<file path="src/rtl/csb_seq.sv">
// csb_seq: fetches multi-word commands, streams operand beats to one of N_ENG engines, starts it and waits for done with timeout
module csb_seq #(
   parameter int DW = 32,
   parameter int N_ENG = 4,
   parameter int CMD_WORDS = 5,
   parameter int TMO_W = 16
) (
   input  logic             clk,
   input  logic             rst,
   input  logic             op_en,
   input  logic [DW-1:0]    cmd,
   input  logic             cmd_empty,
   output logic             cmd_rd_en,
   input  logic [DW-1:0]    opd_data,
   input  logic             opd_valid,
   output logic             opd_ready,
   output logic [DW-1:0]    eng_data,
   output logic [N_ENG-1:0] eng_valid,
   output logic [N_ENG-1:0] eng_start,
   input  logic [N_ENG-1:0] eng_done,
   output logic [15:0]      ich_size,
   output logic [15:0]      och_size,
   output logic [31:0]      r_addr,
   output logic [31:0]      w_addr,
   output logic             busy,
   output logic             irq,
   output logic             err,
   input  logic             irq_clr
);
   localparam int WIW = $clog2(CMD_WORDS);
   typedef enum logic [2:0] {IDLE, FETCH, ISSUE, WAIT, DONE, ERR} state_t;
   state_t state;
   logic [WIW-1:0] widx;
   logic [7:0] op, stride;
   logic [15:0] beats;
   logic [TMO_W-1:0] tmo;
   logic [N_ENG-1:0] sel_oh;
   logic last_word, accept;
   assign cmd_rd_en = state == FETCH && !cmd_empty;
   assign opd_ready = state == ISSUE;
   assign busy = state != IDLE;
   assign accept = opd_valid && opd_ready;
   assign last_word = cmd_rd_en && widx == WIW'(CMD_WORDS - 1);
   assign sel_oh = N_ENG'(1) << (op - 8'd1);
   always_ff @(posedge clk) begin
      if (rst) begin
         state <= IDLE;
         widx <= '0;
         op <= '0;
         stride <= '0;
         beats <= '0;
         tmo <= '0;
         eng_data <= '0;
         eng_valid <= '0;
         eng_start <= '0;
         ich_size <= '0;
         och_size <= '0;
         r_addr <= '0;
         w_addr <= '0;
         irq <= 1'b0;
         err <= 1'b0;
      end else begin
         eng_valid <= '0;
         eng_start <= '0;
         irq <= (state == DONE || state == ERR) && !irq_clr;
         err <= state == ERR && !irq_clr;
         case (state)
            IDLE: if (op_en) state <= FETCH;
            FETCH: begin
               if (cmd_empty && widx == '0) state <= DONE;
               else if (cmd_rd_en) begin
                  widx <= last_word ? '0 : widx + 1'b1;
                  if (widx == '0) {beats, stride, op} <= cmd[31:0];
                  if (widx == WIW'(1)) {och_size, ich_size} <= cmd[31:0];
                  if (widx == WIW'(3)) r_addr <= cmd[31:0];
                  if (widx == WIW'(4)) w_addr <= cmd[31:0];
                  if (last_word) begin
                     tmo <= '0;
                     if (op == 8'd0) state <= DONE;
                     else if (op > 8'(N_ENG)) state <= ERR;
                     else if (beats == 16'd0) begin
                        state <= WAIT;
                        eng_start <= sel_oh;
                     end else state <= ISSUE;
                  end
               end
            end
            ISSUE: if (accept) begin
               eng_data <= opd_data;
               eng_valid <= sel_oh;
               r_addr <= r_addr + 32'(stride);
               beats <= beats - 16'd1;
               if (beats == 16'd1) begin
                  state <= WAIT;
                  eng_start <= sel_oh;
                  tmo <= '0;
               end
            end
            // done has priority over the terminal count
            WAIT: begin
               tmo <= tmo + 1'b1;
               if (|(eng_done & sel_oh)) state <= FETCH;
               else if (tmo == {{(TMO_W-1){1'b1}}, 1'b0}) state <= ERR;
            end
            DONE, ERR: if (irq_clr) state <= IDLE;
            default: state <= IDLE;
         endcase
      end
   end
endmodule
</file>
<file path="config.mk">
export PLATFORM = sky130hd
export DESIGN_NAME = csb_seq
export DESIGN_NICKNAME = d
export VERILOG_FILES = /design/src/rtl/csb_seq.sv
export SDC_FILE = /design/constraint.sdc
export NUM_CORES = 1
export LEC_CHECK = 0
export BUFFER_PORTS_ARGS = -buffer_cell sky130_fd_sc_hd__clkbuf_2
export CORE_MARGIN = 5
export CORE_UTILIZATION = 23
export DETAILED_ROUTE_END_ITERATION = 8
export GPL_TIMING_DRIVEN = 0
export PLACE_DENSITY_LB_ADDON = 0.1
export SKIP_LAST_GASP = 1
export SYNTH_ARGS = -nofsm -noshare
export SYNTH_HDL_FRONTEND = slang
export SYNTH_SLANG_ARGS = --single-unit
</file>
<file path="constraint.sdc">
create_clock -name clk -period 6.2 [get_ports clk]
set_input_delay 0 -clock clk [delete_from_list [all_inputs] [get_ports clk]]
set_output_delay 0 -clock clk [all_outputs]
set_load 0.02 [all_outputs]
</file>
==> results.md <==
- Hold Path Cell Cnt: 4
- Mapped Area: 0.00869 mm2
- Area Growth Syn to Fin: 34.4%
- Flop-to-flop setup slack: 2820 ps
- EDFF count, synth: 0
- Fmax: 0.296 GHz
- Diode count: 0
- Clk Latency, worst-skew pair: 460 ps
- Max_slew headroom: 34.4%
- Hold Slack: 126 ps
- WS Path Type: flip-flop to flip-flop
- Syn Area/Cell: 7.73 um2
- Via Count: 9217
- Core area: 0.0375 mm2
- Count of input and output buffers: 214
- First-pass GRT wire length: 56.3 mm
- Max-slew violations: 0
- Crit Path Max Fanout: 10
- Crit path capture type: flip-flop
- DRC: 0
- Row count: 71
- Min Tclk post-route: 3380 ps
- Cells on worst reg2reg path: 10
- Die X: 204 um
- WL/cell: 19.4 um
- CTS tree: built
- Initial core utilization: 23.2%
- Root buffer cell: clkbuf_16
- Detailed Route WL: 37.8 mm
- RSZ-0062 raised after global routing: false
- Longest Clk Path Bufs: 2
- Worst slew pin tran: 977 ps
- Worst Hold End: r_addr[28]
- RD Place Congestion: 0.804
- Clock Skews: 12.0 ps
- Final period utilization: 54.6%
- Hold WC Path Type: input pin to flip-flop
- Sequential element share of the synthesized area: 44.2%
- DRT Pass-1 Iters: 5
- YS warnings: 0
- Synth Register Bits: 192
- Vias in the first global route: 9033
- Pwr Density: 270 mW/mm2
- Drt via density: 4.73
- Share of cells above drive strength 1: 19.3%
- RR Endpoint: r_addr[20]
- H-tree levels: 4
- P_leak: 4.56 nW
- Cell variety after synth: 71
- Global Route Usage Sum: 17.8%
- Initial antenna violation count: 1
- I/O pin total: 215
- Setup TNS: 0 ps
- Crit path launch type: flip-flop
- Max VDD drop: 0.195 mV
- Most common cell after layout, fill and taps aside: nand2_1
- Largest net degree at the start of global routing: 19
- Async S/R FF share, synth: 0%
- GRT overflow: 0
- Status: finished clean
- Post-detail-place hpwl: 28.3 mm
- Ys flop type: dfxtp_1
- Critical Path AT: 3680 ps
- Die H: 204 um
- Die area: 0.0418 mm2
- Nets: 1516
- Iteration-0 DRC Markers: 615
- Mapped Cells: 1124
- Setup violations, final: 0
- WP data required: 6500 ps
- Syn nets: 1216
- Max_cap viols: 0
- Antenna Nets Post-Route: 0
- Launch point of the worst reg-to-reg path: r_addr[0]
- Num CTS Buffers: 17
- Fillers: 4196
- Total power: 3.15 mW
- Final hold viol count: 0
- Clock-pin slew on the worst setup and hold paths: 80 ps
- Commonest non-fill, non-tap cells in the layout: nand2_1, clkbuf_2, dfxtp_1, a21oi_1, nor2_1
- Clk sinks: 192
- Hold path start: opd_valid
## cell usage after synthesis, types with 10 or more instances
cell type / number / area (um2)
a211oi_1: 17 / 128
ha_1: 17 / 213
a21o_1: 10 / 75.1
clkbuf_1: 59 / 221
and3_1: 19 / 119
inv_1: 18 / 67.6
xor2_1: 14 / 123
nor2_1: 84 / 315
o21ai_0: 30 / 150
o22ai_1: 11 / 68.8
nor3_1: 18 / 90.1
nand3_1: 34 / 170
dfxtp_1: 192 / 3840
nand2_1: 278 / 1040
a21oi_1: 160 / 801
nand4_1: 16 / 100
## flip-flops by register name, summed over array words and instances (netlist names), 3 cells and up
register   flops
r_addr        32
tmo           16
w_addr        32
eng_start      4
och_size      16
state          3
beats         16
eng_data      32
widx           3
eng_valid      4
ich_size      16
op             8
stride         8
## stage by stage
stage               worst slack, ps  instances  area [um2]  utilization [%]
floorplan                      3610       1124        8690                -
finish                         2820       1948       11700             31.1
global placement               2810       1849       10400             27.7
global route                   2480       1948       11700             31.1
detailed placement             2840       1849       10400             27.7
CTS                            2820       1948       11700             31.1
## kinds of logic after synthesis
group / Yosys count / synth area share, %
mux: 5 / 0.720
simple gates: 513 / 26.8
flops: 192 / 44.2
xor+xnor: 18 / 1.81
compound gates: 285 / 19.4
fa+ha+maj: 19 / 2.81
buf+inv: 92 / 4.18
## routing by layer
layer / vias to the layer above / GRT usage (%) / wire length, um
li1: 4522 / - / -
met1: 4391 / 23.9 / 17300
met2: 267 / 29.0 / 17600
met3: 37 / 3.89 / 2240
met4: 0 / 4.71 / 691
met5: - / 0 / 0
## power by group
group / internal [mW] / switching [mW]
registers: 1.28 / 0.0496
clock network: 0.622 / 0.566
logic: 0.233 / 0.398
total: 2.14 / 1.01
## critical path: stages, from the launching register on
cell      delay [ps]
dfxtp_1          380
ha_1             210
inv_1             60
fa_1             380
nor2b_1          250
o31ai_1          160
a211oi_1         810
clkbuf_1         500
a41oi_1          180
o21ai_0          200
a21oi_1           90
## layout make-up
type / count / area (um2) / share of cell area (%)
tap: 511 / 639 / 5.48
inverter: 20 / 75.1 / 0.643
sequential: 192 / 3840 / 32.9
timing repair buffer: 281 / 1740 / 14.9
clock buffer: 18 / 439 / 3.76
multi-input combinational: 840 / 4480 / 38.4
buffer: 72 / 288 / 2.46
clock inverter: 14 / 169 / 1.45
## worst max-delay path by stage
stage              start         end  slack, ps  depth (start not counted)
6_report       r_addr[0]  r_addr[20]       2820                         10
5_1_grt        r_addr[0]  r_addr[20]       2480                         10
4_1_cts        r_addr[0]  r_addr[20]       2820                         10
3_5_place_dp   r_addr[0]  r_addr[20]       2840                         10
3_3_place_gp   r_addr[0]  r_addr[20]       2810                         10
2_1_floorplan  r_addr[0]  r_addr[20]       3610                         10
## repair_timing
action | in CTS | in global routing
endpoints found under the hold margin | 134 | 0
resized for setup | 0 | 0
setup buffers | 0 | 0
hold buffers | 67 | 0
Note: power is estimated with default switching activity, not from simulation.
